File: src/rtl/circle_pkg.sv
// circle_pkg: shared types and helpers for the walking-circle step generator.
//   state_t   : step FSM states (RUN counts periods, PAUSED waits for steps).
//   period_of : step period in clk cycles for a given speed level.
package circle_pkg;

  typedef enum logic {
    RUN    = 1'b0,
    PAUSED = 1'b1
  } state_t;

  // Each speed level halves the step period of the level below it.
  function automatic int unsigned period_of(input int unsigned base, input int unsigned lvl);
    return base >> lvl;
  endfunction

endpackage

File: src/rtl/btn_conditioner.sv
// btn_conditioner: turns one raw asynchronous push button into a clean,
// single-cycle press pulse (synchronise, debounce, rising-edge detect).
// Ports:
//   clk_i   : system clock
//   rst_i   : synchronous active-high reset
//   raw_i   : raw button level, active-high, asynchronous to clk_i
//   press_o : one-cycle pulse, registered, on each accepted press
// Latency from the first clk edge that samples a stable high to the cycle
// press_o is high is DEBOUNCE_CYCLES+2 edges (the pulse occupies the
// DEBOUNCE_CYCLES+3-th cycle). Releases produce no pulse.
module btn_conditioner #(
  parameter int unsigned DEBOUNCE_CYCLES = 500_000
) (
  input  logic clk_i,
  input  logic rst_i,
  input  logic raw_i,
  output logic press_o
);

  localparam int unsigned DB_W = (DEBOUNCE_CYCLES > 1) ? $clog2(DEBOUNCE_CYCLES) : 1;
  localparam logic [DB_W-1:0] DB_LAST = DB_W'(DEBOUNCE_CYCLES - 1);

  logic            sync1_r;
  logic            sync2_r;
  logic            stable_r;
  logic            prev_r;
  logic            press_r;
  logic [DB_W-1:0] db_cnt_r;

  // Synchroniser, debounce counter and rising-edge pulse register
  always_ff @(posedge clk_i) begin
    if (rst_i) begin
      sync1_r  <= 1'b0;
      sync2_r  <= 1'b0;
      stable_r <= 1'b0;
      prev_r   <= 1'b0;
      press_r  <= 1'b0;
      db_cnt_r <= {DB_W{1'b0}};
    end else begin
      sync1_r <= raw_i;
      sync2_r <= sync1_r;
      // The counter measures how long the synced level has disagreed with
      // the accepted level; any agreement restarts the measurement.
      if (sync2_r == stable_r) begin
        db_cnt_r <= {DB_W{1'b0}};
      end else if (db_cnt_r == DB_LAST) begin
        stable_r <= ~stable_r;
        db_cnt_r <= {DB_W{1'b0}};
      end else begin
        db_cnt_r <= db_cnt_r + DB_W'(1'b1);
      end
      prev_r  <= stable_r;
      press_r <= stable_r & ~prev_r;
    end
  end

  assign press_o = press_r;

endmodule

File: src/rtl/circle_tick_gen.sv
// circle_tick_gen: step pulse generator for the walking-circle animation.
// Produces a one-cycle overflow_o pulse every (BASE_PERIOD >> level) cycles
// while running; buttons change speed, toggle pause and single-step.
// Ports:
//   clk_i         : system clock
//   rst_i         : synchronous active-high reset
//   btn_up_i      : raw button, faster (level+1, saturating)
//   btn_down_i    : raw button, slower (level-1, saturating)
//   btn_pause_i   : raw button, toggle RUN/PAUSED
//   btn_step_i    : raw button, one step pulse while PAUSED
//   overflow_o    : registered one-cycle step pulse to the walker
//   speed_level_o : current speed level
//   paused_o      : registered, high while PAUSED
module circle_tick_gen #(
  parameter int unsigned BASE_PERIOD     = 25_000_000,
  parameter int unsigned NUM_LEVELS      = 8,
  parameter int unsigned RESET_LEVEL     = 2,
  parameter int unsigned DEBOUNCE_CYCLES = 500_000,
  parameter int unsigned CNT_W           = $clog2(BASE_PERIOD),
  parameter int unsigned LVL_W           = $clog2(NUM_LEVELS)
) (
  input  logic             clk_i,
  input  logic             rst_i,
  input  logic             btn_up_i,
  input  logic             btn_down_i,
  input  logic             btn_pause_i,
  input  logic             btn_step_i,
  output logic             overflow_o,
  output logic [LVL_W-1:0] speed_level_o,
  output logic             paused_o
);

  import circle_pkg::*;

  localparam logic [LVL_W-1:0] LVL_MAX   = LVL_W'(NUM_LEVELS - 1);
  localparam logic [LVL_W-1:0] LVL_RESET = LVL_W'(RESET_LEVEL);
  localparam logic [CNT_W-1:0] CNT_ZERO  = {CNT_W{1'b0}};

  state_t           state_r;
  state_t           state_s;
  logic [CNT_W-1:0] cnt_r;
  logic [CNT_W-1:0] cnt_s;
  logic [LVL_W-1:0] level_r;
  logic [LVL_W-1:0] level_s;
  logic             ovf_r;
  logic             ovf_s;
  logic             paused_r;
  logic             press_up_s;
  logic             press_down_s;
  logic             press_pause_s;
  logic             press_step_s;
  logic             up_s;
  logic             down_s;
  logic             lvl_chg_s;
  logic             term_s;
  logic [CNT_W-1:0] term_tbl [NUM_LEVELS];

  // Terminal counts are elaboration-time constants, one per level.
  for (genvar g = 0; g < NUM_LEVELS; g++) begin : g_term
    assign term_tbl[g] = CNT_W'(period_of(BASE_PERIOD, g) - 32'd1);
  end

  btn_conditioner #(.DEBOUNCE_CYCLES(DEBOUNCE_CYCLES)) u_btn_up (
    .clk_i(clk_i), .rst_i(rst_i), .raw_i(btn_up_i), .press_o(press_up_s)
  );
  btn_conditioner #(.DEBOUNCE_CYCLES(DEBOUNCE_CYCLES)) u_btn_down (
    .clk_i(clk_i), .rst_i(rst_i), .raw_i(btn_down_i), .press_o(press_down_s)
  );
  btn_conditioner #(.DEBOUNCE_CYCLES(DEBOUNCE_CYCLES)) u_btn_pause (
    .clk_i(clk_i), .rst_i(rst_i), .raw_i(btn_pause_i), .press_o(press_pause_s)
  );
  btn_conditioner #(.DEBOUNCE_CYCLES(DEBOUNCE_CYCLES)) u_btn_step (
    .clk_i(clk_i), .rst_i(rst_i), .raw_i(btn_step_i), .press_o(press_step_s)
  );

  assign term_s    = (cnt_r == term_tbl[level_r]);
  assign lvl_chg_s = (level_s != level_r);

  // Next speed level; simultaneous up and down cancel each other
  always_comb begin
    up_s   = press_up_s & ~press_down_s;
    down_s = press_down_s & ~press_up_s;
    if (up_s && (level_r != LVL_MAX)) begin
      level_s = level_r + LVL_W'(1'b1);
    end else if (down_s && (level_r != {LVL_W{1'b0}})) begin
      level_s = level_r - LVL_W'(1'b1);
    end else begin
      level_s = level_r;
    end
  end

  // Step FSM next state, period counter and pulse request
  always_comb begin
    state_s = state_r;
    cnt_s   = cnt_r;
    ovf_s   = 1'b0;
    case (state_r)
      RUN: begin
        // A terminal count coinciding with a pause press still emits its pulse.
        ovf_s = term_s;
        if (press_pause_s) begin
          state_s = PAUSED;
          cnt_s   = CNT_ZERO;
        end else if (term_s || lvl_chg_s) begin
          cnt_s = CNT_ZERO;
        end else begin
          cnt_s = cnt_r + CNT_W'(1'b1);
        end
      end
      PAUSED: begin
        cnt_s = CNT_ZERO;
        // Pause wins over a simultaneous step press.
        if (press_pause_s) begin
          state_s = RUN;
        end else begin
          ovf_s = press_step_s;
        end
      end
      default: begin
        state_s = RUN;
        cnt_s   = CNT_ZERO;
      end
    endcase
  end

  // State, counter, level and registered outputs
  always_ff @(posedge clk_i) begin
    if (rst_i) begin
      state_r  <= RUN;
      cnt_r    <= CNT_ZERO;
      level_r  <= LVL_RESET;
      ovf_r    <= 1'b0;
      paused_r <= 1'b0;
    end else begin
      state_r  <= state_s;
      cnt_r    <= cnt_s;
      level_r  <= level_s;
      ovf_r    <= ovf_s;
      paused_r <= (state_s == PAUSED);
    end
  end

  assign overflow_o    = ovf_r;
  assign speed_level_o = level_r;
  assign paused_o      = paused_r;

endmodule
File: config.mk
export PLATFORM = sky130hd
export DESIGN_NAME = circle_tick_gen
export DESIGN_NICKNAME = d
export VERILOG_FILES = /design/src/rtl/circle_pkg.sv /design/src/rtl/btn_conditioner.sv /design/src/rtl/circle_tick_gen.sv
export SDC_FILE = /design/constraint.sdc
export NUM_CORES = 1
export LEC_CHECK = 0
export ABC_AREA = 1
export BUFFER_PORTS_ARGS = -buffer_cell sky130_fd_sc_hd__buf_4
export CAP_MARGIN = 20
export CORE_UTILIZATION = 35
export DETAILED_ROUTE_END_ITERATION = 7
export PLACE_DENSITY = 0.6
export SLEW_MARGIN = 10
export SYNTH_ARGS = -nofsm -noshare
export SYNTH_HDL_FRONTEND = slang
export SYNTH_SLANG_ARGS = --single-unit
File: constraint.sdc
create_clock -name clk_i -period 4.5 [get_ports clk_i]
set_input_delay 1.35 -clock clk_i [delete_from_list [all_inputs] [get_ports clk_i]]
set_output_delay 1.35 -clock clk_i [all_outputs]
set_load 0.05 [all_outputs]
==> results of run 1 <==
-- cell type report --
cell class	instances	area, um2
Fill cell	1857	10300
Multi-Input combinational cell	654	3270
Sequential cell	126	2520
Inverter	128	480
Clock buffer	20	457
Tap cell	225	282
Clock inverter	12	138
Timing Repair Buffer	11	82.6
-- metal layers --
metal  vias to the layer above  GRT usage [%]
met2                        92           23.7
met1                      2401           20.8
met5                         -              0
met3                        18           4.00
li1                       2963              -
met4                         0           5.98
-- final timing paths --
check	depth (start not counted)	from	endpoint	slack, ns
worst max register to register	15	speed_level_o[0]$_SDFF_PP0_	cnt_r[21]$_SDFF_PP0_	1.86
worst max-delay path	15	speed_level_o[0]$_SDFF_PP0_	cnt_r[21]$_SDFF_PP0_	1.86
worst min-delay path	1	u_btn_pause.prev_r$_SDFF_PP0_	u_btn_pause.press_o$_SDFF_PP0_	0.39
worst min register to register	1	u_btn_pause.prev_r$_SDFF_PP0_	u_btn_pause.press_o$_SDFF_PP0_	0.39
-- kinds of logic (layout without fill, tap and decap cells) --
logic type      count (synthesis)  after routing  share of synthesized area [%]
xor+xnor                       57             57                           7.85
simple gates                  535            535                           36.8
buf+inv                       142            171                           8.99
compound gates                 48             48                           3.93
flops                         126            126                           39.6
fa+ha+maj                      14             14                           2.75
-- flip-flops by register name (all words and copies together), names as in the netlist, 3 cells and up --
| signal | count |
|---|---|
| u_btn_up.db_cnt_r | 19 |
| cnt_r | 25 |
| speed_level_o | 3 |
| u_btn_step.db_cnt_r | 19 |
| u_btn_down.db_cnt_r | 19 |
| u_btn_pause.db_cnt_r | 19 |
-- where the power goes --
| part | switching [mW] | internal [mW] | total (mW) |
|---|---|---|---|
| registers | 0.00497 | 1.12 | 1.13 |
| logic | 0.0224 | 0.0106 | 0.0331 |
| clock network | 0.510 | 0.847 | 1.36 |
-- synth_stat cells, drive strengths merged (5+ instances only) --
| cell | n |
|---|---|
| nor3b | 10 |
| xor2 | 43 |
| o21ai | 16 |
| or2 | 5 |
| buf | 10 |
| nand2 | 195 |
| dfxtp | 126 |
| ha | 14 |
| inv | 127 |
| xnor2 | 14 |
| nor4 | 14 |
| nor3 | 45 |
| nand3 | 63 |
| nand4 | 28 |
| nor2 | 169 |
| a21oi | 27 |
-- metrics by stage --
step	setup WS, ns	utilization (%)
3_5_place_dp	1.59	37.8
5_1_grt	1.53	41.2
4_1_cts	1.85	41.2
3_3_place_gp	1.63	37.8
6_report	1.86	41.2
2_1_floorplan	2.04	-
==> reports/metrics.yaml, run 1 <==
placed_design:
  hpwl_mm: 9.73
  gp_congestion: 0.881
  io_buffer_count: 10
  placed_cell_area_mm2: 0.00664
  dp.cells: 1144
yosys:
  synth_cells: 922
  ys.flop_type: "dfxtp_1"
  synth_cell_types: 34
  syn_area_per_cell_um2: 6.90
  syn_nets: 942
  synth_edf_count: 0
  yosys_warnings: 0
  synth_area_leaders: "dfxtp_1 40%, nand2_1 11%, nor2_1 9.7%, inv_1 7.4%, xor2_1 5.9%"
  syn_area_mm2: 0.00636
  ys_seq_elements: 126
  async_reset_ff_share_pct: 0
  ys_seq_area_share_pct: 39.6
  yosysTopAreaCell: "dfxtp_1"
  synth_top_area_share_pct: 39.6
drt:
  drt_wl_total_mm: 13.3
  num_vias: 5474
  wl_met3_um: 520
  avgViaCountPerCell: 4.65
  top_layer_used: "met4"
  met1Wirelength_mm: 6.83
  wl_met2_mm: 5.78
  firstDrtPassIters: 7
  postRouteAntennaNets: 0
  post_drt_wl_per_cell_um: 11.4
  drt_iter0_markers: 231
  drc: 0
final_layout:
  antennaDiodeCount: 0
  fin_area_mm2: 0.00723
  final_common_cell: "nand2_1"
  drive_gt1_share_pct: 5.89
  fin_cells: 1176
  area_growth_pct: 13.6
  final_nets: 958
  most-common-layout-cells: "194 x nand2_1, 165 x nor2_1, 126 x inv_1, 126 x dfxtp_1, 63 x nand3_1"
clock_network:
  clockBufferDepth: 2
  clkTransAtPathRegs_ns: 0.06
  post_cts_buffers: 0
  cts_hold_buffers: 0
  cts_buffers: 17
  clockRootBuffer: "clkbuf_16"
  cts_tree: "yes"
  clk_latency_ns: 0.42
  cts_htree_levels: 4
  ctsResizeCount: 0
  clkSinkCount: 126
pwr:
  peakVddDrop_mv: 0.248
  power.total_mw: 2.52
  powerDensity_mw_per_mm2: 348
  p_leak_nw: 2.72
timing:
  tightest_slew_ns: 0.757
  hold_violations: 0
  min_period_over_period_pct: 58.7
  setup_violations: 0
  setup_tns_ns: 0
  slew_viol_final: 0
  fin_skew_ns: 0.00618
  fmax_mhz: 378
  rsz0062_at_grt: "no"
  max_slew_margin_pct: 49.4
  min_period_ns: 2.64
  holdWs_ns: 0.385
setup_path:
  path_delay_family: "simple AND/OR/NAND/NOR gates"
  crit_type: "register to register"
  crit_path_frequent_cell: "nand2_1"
  critPathMaxStageDelay_ns: 0.56
  crit_path_start_kind: "register"
  cp.arrival_ns: 2.93
  cp_num_buf_inv: 3
  cp_slowest_cell: "dfxtp_1"
  crit_fanout: 25
  crit_path_cell_trace: "inv_1 > ha_1 > inv_1 > ha_1 > inv_1 > nand2_1 > nand2_1 > nor2_2 > nand2_1 > nor2_1 > nand2_1 > nor2_1 > nand3_1 > nand2_2 > nor2_1"
  cp-end-kind: "register"
  worstPathRequired_ns: 4.78
global_route:
  grt_usage_pct: 15.5
  grt_start_max_net_pins: 26
  grt_overflow: 0
  grt_pass1_wl_mm: 22.9
  grt_pass1_vias: 4974
  antenna_found_initial: 0
die:
  io_pins: 11
  die_y_um: 137
  fp.coreArea_mm2: 0.0175
  die_w_um: 137
  rows: 48
  die-area_mm2: 0.0187
  start_util_pct: 36.3
min_path:
  hold_path.class: "register to register"
outcome:
  status: "finished clean"
flow_run:
  maxCapViolCount: 0
No activity file was read; power rests on OpenSTA's default activity.
==> run 2: changes to the inputs <==
==> constraint.sdc (replaced) <==
create_clock -name clk_i -period 2.45 [get_ports clk_i]
set_input_delay 0.735 -clock clk_i [delete_from_list [all_inputs] [get_ports clk_i]]
set_output_delay 0.735 -clock clk_i [all_outputs]
set_load 0.05 [all_outputs]
==> run 2 against run 1 <==
Combinational power is 110% higher. Largest power group unchanged. Routed wire length rose by 1.1%. Critical path type unchanged. Sequential share of layout area decreased by 0.32 points. Sequential power rose by 83%. Sequential cell count unchanged. Critical endpoint is now cnt_r[24]$_SDFF_PP0_. Largest cell class unchanged. Clock-buffer cell count shrank 1.
==> reports/metrics.yaml, run 2 (synthesis results as in run 1) <==
clock_network:
  cts_htree_levels: 4
  clockBufferDepth: 2
  post_cts_buffers: 0
  clockRootBuffer: "clkbuf_16"
  cts_buffers: 17
  clkSinkCount: 126
  clkTransAtPathRegs_ns: 0.06
  cts_hold_buffers: 0
  clk_latency_ns: 0.42
  ctsResizeCount: 0
  cts_tree: "yes"
pwr:
  powerDensity_mw_per_mm2: 630
  p_leak_nw: 2.76
  peakVddDrop_mv: 0.482
drt:
  num_vias: 5572
  drt_wl_total_mm: 13.5
  drt_iter0_markers: 311
  postRouteAntennaNets: 0
  drc: 0
  firstDrtPassIters: 5
  post_drt_wl_per_cell_um: 11.4
  avgViaCountPerCell: 4.70
setup_path:
  critPathMaxStageDelay_ns: 0.42
  cp-end-kind: "register"
  cp_slowest_cell: "dfxtp_2"
  worstPathRequired_ns: 2.76
  rr_endpoint: "cnt_r[24]$_SDFF_PP0_"
  ff2ff_path_depth: 16
  crit_start: "speed_level_o[0]$_SDFF_PP0_"
  reg2reg_from: "speed_level_o[0]$_SDFF_PP0_"
  crit_path_start_kind: "register"
  crit_fanout: 25
  crit_path_cell_trace: "inv_1 > ha_1 > inv_1 > ha_1 > inv_1 > nand2_1 > nand2_1 > nor2_2 > nand2_1 > nor2_1 > nand2_1 > nor2_1 > nand3_1 > nand2_2 > buf_12 > nor2_1"
  crit_type: "register to register"
  ff2ff_setup_slack_ns: 0.33
  cp.arrival_ns: 2.42
  crit_path_frequent_cell: "nand2_1"
final_layout:
  final_common_cell: "nand2_1"
  antennaDiodeCount: 0
  fin_area_mm2: 0.00730
  drive_gt1_share_pct: 6.98
  largest_register: "cnt_r"
  final_nets: 967
  largest_reg_flops: 25
  n_fill_cell: 1849
  most-common-layout-cells: "194 x nand2_1, 165 x nor2_1, 126 x inv_1"
  area_growth_pct: 14.7
min_path:
  hold_path.class: "register to register"
  worstHoldPathCells: 1
  min_from: "u_btn_pause.prev_r$_SDFF_PP0_"
  min_to: "u_btn_pause.press_o$_SDFF_PP0_"
timing:
  setup_tns_ns: 0
  setup_violations: 0
  hold_violations: 0
  rsz0062_at_grt: "no"
  fmax_mhz: 473
  min_period_ns: 2.12
  slew_viol_final: 0
  fin_skew_ns: 0.0101
  min_period_over_period_pct: 86.3
  tightest_slew_ns: 0.458
  max_slew_margin_pct: 69.2
global_route:
  grt_overflow: 0
  grt_start_max_net_pins: 26
  grt_usage_pct: 15.8
  grt_pass1_wl_mm: 23.1
  antenna_found_initial: 0
  grt_pass1_vias: 5031
placed_design:
  placed_cell_area_mm2: 0.00672
  gp_congestion: 0.967
  hpwl_mm: 10.1
  io_buffer_count: 10
die:
  fp.coreArea_mm2: 0.0175
  die_w_um: 137
  start_util_pct: 36.3
  die-area_mm2: 0.0187
  io_pins: 11
  die_y_um: 137
  rows: 48
flow_run:
  maxCapViolCount: 0
outcome:
  status: "finished clean"
## run 2: cell type report
cell class / instances / area (um2) / share of cell area, %
sequential: 126 / 2520 / 34.6
tap: 225 / 282 / 3.86
clock buffer: 19 / 453 / 6.21
multi-input combinational: 654 / 3270 / 44.8
timing repair buffer: 20 / 163 / 2.23
clock inverter: 13 / 130 / 1.78
inverter: 128 / 480 / 6.58
## run 2: critical path: cells and delay by family, from the launching register on
family / cells / cell delay (ns)
flip-flops: 1 / 0.42
adder cells (fa/ha/maj): 2 / 0.41
buffers and inverters: 4 / 0.42
AND/OR/NAND/NOR: 10 / 0.74
## run 2: how the worst max path moves through the flow
stage	to	slack, ns	cells past startpoint
2_1_floorplan	cnt_r[15]$_SDFF_PP0_	0.05	16
3_3_place_gp	cnt_r[0]$_SDFF_PP0_	0.40	16
3_5_place_dp	cnt_r[3]$_SDFF_PP0_	0.34	16
4_1_cts	cnt_r[15]$_SDFF_PP0_	0.33	16
5_1_grt	cnt_r[15]$_SDFF_PP0_	0.07	16
6_report	cnt_r[24]$_SDFF_PP0_	0.33	16
## run 2: metrics by stage
| stage | util (%) | cells | hold slack (ns) | setup WS [ns] | power [mW] |
|---|---|---|---|---|---|
| detailed placement | 38.3 | 1153 | 0.377 | 0.336 | 2.19 |
| global placement | 38.3 | 1153 | 0.374 | 0.398 | 2.19 |
| CTS | 41.6 | 1185 | 0.382 | 0.328 | 4.66 |
| global route | 41.6 | 1185 | 0.398 | 0.0679 | 4.76 |
| finish | 41.6 | 1185 | 0.385 | 0.335 | 4.60 |
| floorplan | - | 922 | 0.373 | 0.0452 | 2.16 |
## run 2: power breakdown
part	switching [mW]	internal [mW]
clock	0.991	1.47
combinational	0.0438	0.0258
sequential	0.00847	2.06
## run 2: per-layer routing
layer	track usage (%)	vias to the layer above	part of all wire (%)
met5	0	-	0
met4	5.74	0	1.6
met3	3.89	17	4.1
met2	24.6	97	44
met1	21.1	2478	50
li1	-	2980	-
